$ cat src/rtl/hazard_control_unit_if.sv
// Bundle of hazard-unit inputs (instruction fields, hazard qualifiers, memory handshake)
// and the pipeline register controls it drives.
interface hazard_control_unit_if #(
    parameter int unsigned INST_W = 19,
    parameter int unsigned CNT_W  = 16
);
    logic [INST_W-1:0] ID_inst;
    logic              reg2_read_source;
    logic [INST_W-1:0] EX_inst;
    logic              EX_mem_read;
    logic              EX_reg_write_signal;
    logic              branch_taken;
    logic              MEM_mem_access;
    logic              mem_ready;
    logic              pc_write;
    logic              IF_ID_write;
    logic              ID_EX_write;
    logic              EX_MEM_write;
    logic              MEM_WB_write;
    logic              IF_ID_flush;
    logic              ID_EX_bubble;
    logic [CNT_W-1:0]  stall_cycles;
    logic              mem_timeout;

    modport master (
        output ID_inst, reg2_read_source, EX_inst, EX_mem_read, EX_reg_write_signal,
               branch_taken, MEM_mem_access, mem_ready,
        input  pc_write, IF_ID_write, ID_EX_write, EX_MEM_write, MEM_WB_write,
               IF_ID_flush, ID_EX_bubble, stall_cycles, mem_timeout
    );

    modport slave (
        input  ID_inst, reg2_read_source, EX_inst, EX_mem_read, EX_reg_write_signal,
               branch_taken, MEM_mem_access, mem_ready,
        output pc_write, IF_ID_write, ID_EX_write, EX_MEM_write, MEM_WB_write,
               IF_ID_flush, ID_EX_bubble, stall_cycles, mem_timeout
    );
endinterface

$ cat src/rtl/hazard_control_unit.sv
// Stall/flush controller for the 5-stage pipeline: load-use stalls, taken-branch flushes,
// multi-cycle memory freezes with deferred flush, stall-cycle counter and memory timeout flag.
module hazard_control_unit #(
    parameter int unsigned INST_W  = 19,
    parameter int unsigned CNT_W   = 16,
    parameter int unsigned TIMEOUT = 64
) (
    input  logic                 clk,
    input  logic                 rst_n,
    hazard_control_unit_if.slave bus
);
    localparam int unsigned WCNT_W = $clog2(TIMEOUT + 1);
    localparam logic [WCNT_W-1:0] W_MAX = WCNT_W'(TIMEOUT);
    localparam logic [WCNT_W-1:0] W_PRE = WCNT_W'(TIMEOUT - 1);
    localparam logic [WCNT_W-1:0] W_ONE = WCNT_W'(1);

    typedef enum logic {
        RUN      = 1'b0,
        MEM_WAIT = 1'b1
    } state_t;

    state_t              r_state;
    state_t              w_state_nxt;
    logic                r_pending_flush;
    logic                w_pending_nxt;
    logic [WCNT_W-1:0]   r_wait_cnt;
    logic [WCNT_W-1:0]   w_wait_nxt;
    logic [CNT_W-1:0]    r_stall_cycles;
    logic                r_mem_timeout;
    logic                w_timeout_nxt;

    logic [2:0]          w_dest_ex;
    logic [2:0]          w_src_b;
    logic                w_load_use;
    logic                w_mem_stall;
    logic                w_br;
    logic                w_pc_write;
    logic                w_if_id_write;
    logic                w_id_ex_write;
    logic                w_ex_mem_write;
    logic                w_mem_wb_write;
    logic                w_if_id_flush;
    logic                w_id_ex_bubble;
    logic                w_unused_bits;

    assign w_unused_bits = ^{bus.ID_inst[INST_W-1:14], bus.ID_inst[4:0],
                             bus.EX_inst[INST_W-1:14], bus.EX_inst[10:0]};

    assign w_dest_ex   = bus.EX_inst[13:11];
    assign w_src_b     = bus.reg2_read_source ? bus.ID_inst[10:8] : bus.ID_inst[7:5];
    assign w_load_use  = bus.EX_mem_read & bus.EX_reg_write_signal & (w_dest_ex != 3'd0) &
                         ((w_dest_ex == bus.ID_inst[10:8]) | (w_dest_ex == w_src_b));
    assign w_mem_stall = bus.MEM_mem_access & ~bus.mem_ready;
    assign w_br        = bus.branch_taken | r_pending_flush;

    always_ff @(posedge clk or negedge rst_n) begin
        if (!rst_n) r_state <= RUN;
        else        r_state <= w_state_nxt;
    end

    always_comb begin
        w_state_nxt    = r_state;
        w_pending_nxt  = r_pending_flush;
        w_wait_nxt     = r_wait_cnt;
        w_timeout_nxt  = r_mem_timeout;
        w_pc_write     = 1'b1;
        w_if_id_write  = 1'b1;
        w_id_ex_write  = 1'b1;
        w_ex_mem_write = 1'b1;
        w_mem_wb_write = 1'b1;
        w_if_id_flush  = 1'b0;
        w_id_ex_bubble = 1'b0;
        if ((r_state == RUN && w_mem_stall) || (r_state == MEM_WAIT && !bus.mem_ready)) begin
            w_pc_write     = 1'b0;
            w_if_id_write  = 1'b0;
            w_id_ex_write  = 1'b0;
            w_ex_mem_write = 1'b0;
            w_mem_wb_write = 1'b0;
            // A branch seen while frozen is remembered and flushed when memory completes
            w_pending_nxt  = r_pending_flush | bus.branch_taken;
            w_state_nxt    = MEM_WAIT;
            if (r_state == RUN) begin
                w_wait_nxt = W_ONE;
            end else begin
                if (r_wait_cnt < W_MAX) w_wait_nxt = r_wait_cnt + W_ONE;
                if (r_wait_cnt >= W_PRE) w_timeout_nxt = 1'b1;
            end
        end else begin
            w_state_nxt = RUN;
            w_wait_nxt  = '0;
            if (w_br) begin
                w_if_id_flush  = 1'b1;
                w_id_ex_bubble = 1'b1;
                w_pending_nxt  = 1'b0;
            end else if (w_load_use) begin
                w_pc_write     = 1'b0;
                w_if_id_write  = 1'b0;
                w_id_ex_bubble = 1'b1;
            end
        end
    end

    always_ff @(posedge clk or negedge rst_n) begin
        if (!rst_n) begin
            r_pending_flush <= 1'b0;
            r_wait_cnt      <= '0;
            r_mem_timeout   <= 1'b0;
            r_stall_cycles  <= '0;
        end else begin
            r_pending_flush <= w_pending_nxt;
            r_wait_cnt      <= w_wait_nxt;
            r_mem_timeout   <= w_timeout_nxt;
            if (!w_pc_write && r_stall_cycles != '1)
                r_stall_cycles <= r_stall_cycles + CNT_W'(1);
        end
    end

    // Controls are Mealy; gating with rst_n forces them idle during reset
    assign bus.pc_write     = rst_n & w_pc_write;
    assign bus.IF_ID_write  = rst_n & w_if_id_write;
    assign bus.ID_EX_write  = rst_n & w_id_ex_write;
    assign bus.EX_MEM_write = rst_n & w_ex_mem_write;
    assign bus.MEM_WB_write = rst_n & w_mem_wb_write;
    assign bus.IF_ID_flush  = rst_n & w_if_id_flush;
    assign bus.ID_EX_bubble = rst_n & w_id_ex_bubble;
    assign bus.stall_cycles = r_stall_cycles;
    assign bus.mem_timeout  = r_mem_timeout;
endmodule
$ cat src/flat_wrapper.sv
// flat-port wrapper written by rule: the top's interface ports become plain ports
module hazard_control_unit_flat 
#(
    parameter int unsigned INST_W  = 19,
    parameter int unsigned CNT_W   = 16,
    parameter int unsigned TIMEOUT = 64
)
  (clk, rst_n, bus_ID_inst, bus_reg2_read_source, bus_EX_inst, bus_EX_mem_read, bus_EX_reg_write_signal, bus_branch_taken, bus_MEM_mem_access, bus_mem_ready, bus_pc_write, bus_IF_ID_write, bus_ID_EX_write, bus_EX_MEM_write, bus_MEM_WB_write, bus_IF_ID_flush, bus_ID_EX_bubble, bus_stall_cycles, bus_mem_timeout);
  hazard_control_unit_if #(.INST_W(INST_W), .CNT_W(CNT_W)) bus_i ();
  input  logic clk;
  input  logic rst_n;
  input wire logic [$bits(bus_i.ID_inst)-1:0] bus_ID_inst;
  input wire logic [$bits(bus_i.reg2_read_source)-1:0] bus_reg2_read_source;
  input wire logic [$bits(bus_i.EX_inst)-1:0] bus_EX_inst;
  input wire logic [$bits(bus_i.EX_mem_read)-1:0] bus_EX_mem_read;
  input wire logic [$bits(bus_i.EX_reg_write_signal)-1:0] bus_EX_reg_write_signal;
  input wire logic [$bits(bus_i.branch_taken)-1:0] bus_branch_taken;
  input wire logic [$bits(bus_i.MEM_mem_access)-1:0] bus_MEM_mem_access;
  input wire logic [$bits(bus_i.mem_ready)-1:0] bus_mem_ready;
  output wire logic [$bits(bus_i.pc_write)-1:0] bus_pc_write;
  output wire logic [$bits(bus_i.IF_ID_write)-1:0] bus_IF_ID_write;
  output wire logic [$bits(bus_i.ID_EX_write)-1:0] bus_ID_EX_write;
  output wire logic [$bits(bus_i.EX_MEM_write)-1:0] bus_EX_MEM_write;
  output wire logic [$bits(bus_i.MEM_WB_write)-1:0] bus_MEM_WB_write;
  output wire logic [$bits(bus_i.IF_ID_flush)-1:0] bus_IF_ID_flush;
  output wire logic [$bits(bus_i.ID_EX_bubble)-1:0] bus_ID_EX_bubble;
  output wire logic [$bits(bus_i.stall_cycles)-1:0] bus_stall_cycles;
  output wire logic [$bits(bus_i.mem_timeout)-1:0] bus_mem_timeout;
  assign bus_i.ID_inst = bus_ID_inst;
  assign bus_i.reg2_read_source = bus_reg2_read_source;
  assign bus_i.EX_inst = bus_EX_inst;
  assign bus_i.EX_mem_read = bus_EX_mem_read;
  assign bus_i.EX_reg_write_signal = bus_EX_reg_write_signal;
  assign bus_i.branch_taken = bus_branch_taken;
  assign bus_i.MEM_mem_access = bus_MEM_mem_access;
  assign bus_i.mem_ready = bus_mem_ready;
  assign bus_pc_write = bus_i.pc_write;
  assign bus_IF_ID_write = bus_i.IF_ID_write;
  assign bus_ID_EX_write = bus_i.ID_EX_write;
  assign bus_EX_MEM_write = bus_i.EX_MEM_write;
  assign bus_MEM_WB_write = bus_i.MEM_WB_write;
  assign bus_IF_ID_flush = bus_i.IF_ID_flush;
  assign bus_ID_EX_bubble = bus_i.ID_EX_bubble;
  assign bus_stall_cycles = bus_i.stall_cycles;
  assign bus_mem_timeout = bus_i.mem_timeout;
  hazard_control_unit #(.INST_W(INST_W), .CNT_W(CNT_W), .TIMEOUT(TIMEOUT)) u_core (.clk(clk), .rst_n(rst_n), .bus(bus_i));
endmodule
$ cat config.mk
export PLATFORM = sky130hd
export DESIGN_NAME = hazard_control_unit_flat
export DESIGN_NICKNAME = d
export VERILOG_FILES = /design/src/rtl/hazard_control_unit_if.sv /design/src/rtl/hazard_control_unit.sv /design/src/flat_wrapper.sv
export SDC_FILE = /design/constraint.sdc
export NUM_CORES = 1
export LEC_CHECK = 0
export BUFFER_PORTS_ARGS = -buffer_cell sky130_fd_sc_hd__buf_2
export CAP_MARGIN = 20
export CORE_ASPECT_RATIO = 1.2
export CORE_MARGIN = 3
export CORE_UTILIZATION = 48
export CTS_BUF_LIST = sky130_fd_sc_hd__clkbuf_8
export DETAILED_ROUTE_END_ITERATION = 8
export PLACE_DENSITY = 0.82
export SKIP_LAST_GASP = 1
export SLEW_MARGIN = 20
export SYNTH_ARGS = -nofsm -noshare
export SYNTH_HDL_FRONTEND = slang
export SYNTH_SLANG_ARGS = --single-unit
$ cat constraint.sdc
create_clock -name clk -period 2.2 [get_ports clk]
set_input_delay 0.44 -clock clk [delete_from_list [all_inputs] [get_ports clk]]
set_output_delay 0.44 -clock clk [all_outputs]
set_load 0.02 [all_outputs]
==> flow_summary.ini <==
[floorplan]
floorplan.initialDensity = 0.522
design.die.area_um2 = 3890
placementRows = 21
core-area_um2 = 2920
io_pins = 70
die_width_um = 57.4
vertical_extent_of_the_die_um = 67.7

[global_routing]
global_route.usage.total = 0.177
grt.overflow.total = 0
antenna_found_initial = 0
grt_pass1_vias = 1229
wire_length_of_the_first_global_routing_pass_um = 5370
maximum_number_of_pins_on_one_net_before_global_route_repair = 27

[synthesis]
postSynthCellCount = 140
ys.warnings.count = 0
synth_sequential_area_ratio = 0.427
avg_synthesized_cell_area_um2 = 10.9
syn_nets = 188
mappedNetlistArea_um2 = 1520
ys_types = 36
postSynthRegisterBits = 26

[timing]
timing.final.crit_period_ps = 2110
fin_worst_hold_slack_ps = 156
worstMarginPinSlew_ps = 755
final_report_setup_violation_count = 0
maxSlewViolCount = 0
fmax_mhz = 475
relSlewSlack = 0.496
finClkSkew_ps = 6.13
final-hold-violation-count = 0
final_min_period_over_clock_period = 0.957

[route]
routed_vias_inst = 5.47
final_antenna_net_count = 0
postRouteWirelength_um = 3240
detailroute.via_count = 1204
initialDrtViolationCount = 20
avgRoutedWirePerCell_um = 14.7
post-route-drc-count = 0
drt_pass1_iterations = 4

[pwr]
power_frac_comb = 0.289
p_per_area_nw_per_um2 = 797
leakage_uw = 0.000876
pwr-share-seq = 0.442
vdd_drop_max_mv = 0.682
power.share.clock = 0.269
cell_internal_pwr_uw = 976
sw_frac_of_total = 0.340
switchingPower_uw = 502

[finish]
layout_commonest_cell = sky130_fd_sc_hd__buf_2
nNetsFinal = 235
layout-area-overhead-vs-synth_pct = 21.9
most_frequent_cells_in_the_layout = sky130_fd_sc_hd__buf_2 (40), sky130_fd_sc_hd__dfrtp_1 (25), sky130_fd_sc_hd__xor2_1 (21)
postLayoutCellArea_um2 = 1860
n_antenna_cell = 0
final_layout_size_suffix_gt1_frac = 0.409

[clocking]
cts.htree.levels = 1
clockRootBuffer = sky130_fd_sc_hd__clkbuf_8
tritoncts.num_buffers = 3
clock_sinks = 26
tritoncts = built
max-clock-path-buffers = 2
cts.reportedPaths.clkPinSlew_ps = 90
worst_skew_pair.late_latency_ps = 270

[critical_path]
worstPathRequired_ps = 2350
setup.worst_path.end_class = register
critical_path.max_fanout = 6
timing_worst_setup_path_type = reg2reg
crit_arrival_ps = 2260
critical_path.startpoint_type = register

[placement]
gpl_wtd_cong = 0.782
dp.final_hpwl_um = 2480
numPortBuffers = 40
area_of_placed_instances_um2 = 1760

[worst_hold_path]
min_path_type = in2async

[flow_run]
timing.max_cap.violations = 0

[outcome]
result_of_the_run = finished clean
cells by family (layout without fill, tap and decap cells):
family,Yosys count,in the layout,share of synthesized area
compound gates,22,22,0.161
xor+xnor,25,25,0.144
fa+ha+maj,2,2,0.0164
buf+inv,12,58,0.0477
flops,26,26,0.427
mux,4,4,0.0304
simple gates,49,49,0.173
through the flow:
| step | worst slack [ps] | cells | util | setup TNS (ps) | total power [µW] |
|---|---|---|---|---|---|
| after floorplan | 29.6 | 140 | - | 0 | 924 |
| after detailed placement | 82.8 | 213 | 0.602 | 0 | 1080 |
| after global placement | 109 | 213 | 0.602 | 0 | 1060 |
| after CTS | 86.3 | 217 | 0.627 | 0 | 1480 |
| after global routing | -3.83 | 220 | 0.636 | -5.99 | 1560 |
| final | 93.9 | 220 | 0.636 | 0 | 1480 |
what timing repair did:
item / in CTS / in global routing
hold buffers: 0 / 0
endpoints found under the setup margin: 0 / 5
gates resized for setup: 0 / 2
setup buffers: 0 / 3
sequential cells by signal, summed over array words and instances (netlist names):
name,flops
u_core.bus.stall_cycles,16
u_core.r_wait_cnt,7
u_core.bus.mem_timeout,1
u_core.r_pending_flush,1
u_core.r_state,1
critical path: stages (launching register included):
cell and delay (ps):
sky130_fd_sc_hd__dfrtp_2 410, sky130_fd_sc_hd__ha_1 200, sky130_fd_sc_hd__nand3_2 130, sky130_fd_sc_hd__or3_4 440, sky130_fd_sc_hd__nor3_4 360, sky130_fd_sc_hd__buf_4 200
sky130_fd_sc_hd__a211oi_2 50, sky130_fd_sc_hd__xor2_1 190
Yosys cell counts, drive strengths merged:
cell type	number	share of area
buf	6	0.033
and3	2	0.0082
ha	2	0.016
a21oi	4	0.016
nor4	1	0.0082
clkbuf	1	0.0025
nor3	3	0.017
nand3	10	0.036
a211oi	11	0.087
or3	1	0.0074
o21bai	2	0.017
o21ai	1	0.0058
nand2	8	0.020
o311ai	1	0.0058
and4	1	0.0058
xnor2	4	0.023
and4b	1	0.0066
nor2b	1	0.0041
nor2	16	0.039
or2	1	0.0041
mux2	2	0.017
a2111oi	3	0.030
xor2	21	0.12
nand2b	3	0.012
nand4	1	0.0041
dfrtp	26	0.43
mux2i	2	0.013
inv	5	0.012
metal layers:
| metal | track usage | vias to the layer above | share of wire |
|---|---|---|---|
| met5 | 0 | - | 0 |
| met4 | 0.0928 | 0 | 0.032 |
| met3 | 0.0249 | 13 | 0.035 |
| met2 | 0.323 | 33 | 0.55 |
| met1 | 0.197 | 579 | 0.39 |
| li1 | - | 579 | - |
power groups by stage:
stage	sequential (µW)	clock [µW]	combinational (µW)
final	653	397	428
after global placement	654	0	405
after global routing	673	423	467
after CTS	657	405	417
after detailed placement	665	0	416
after floorplan	743	0	181
path summary, 6_finish.rpt:
path	start	end	slack (ps)	depth (start not counted)
min in group clk	bus_mem_ready	u_core.r_wait_cnt[0]	350	2
worst max-delay path	u_core.bus.stall_cycles[0]	u_core.bus.stall_cycles[5]	90	7
max in group asynchronous	rst_n	u_core.bus.stall_cycles[0]	1780	2
worst min-delay path	rst_n	u_core.r_wait_cnt[0]	160	2
worst max register to register	u_core.bus.stall_cycles[0]	u_core.bus.stall_cycles[5]	90	7
worst min register to register	u_core.bus.stall_cycles[6]	u_core.bus.stall_cycles[6]	500	1
final cells by class:
| class | instances | area, µm² |
|---|---|---|
| fill | 247 | 1060 |
| tap | 34 | 42.5 |
| clock inverter | 1 | 30.0 |
| timing repair buffer | 49 | 272 |
| multi-input combinational | 102 | 800 |
| inverter | 5 | 18.8 |
| clock buffer | 3 | 41.3 |
| sequential | 26 | 652 |
(Power assumes the default switching activity.)
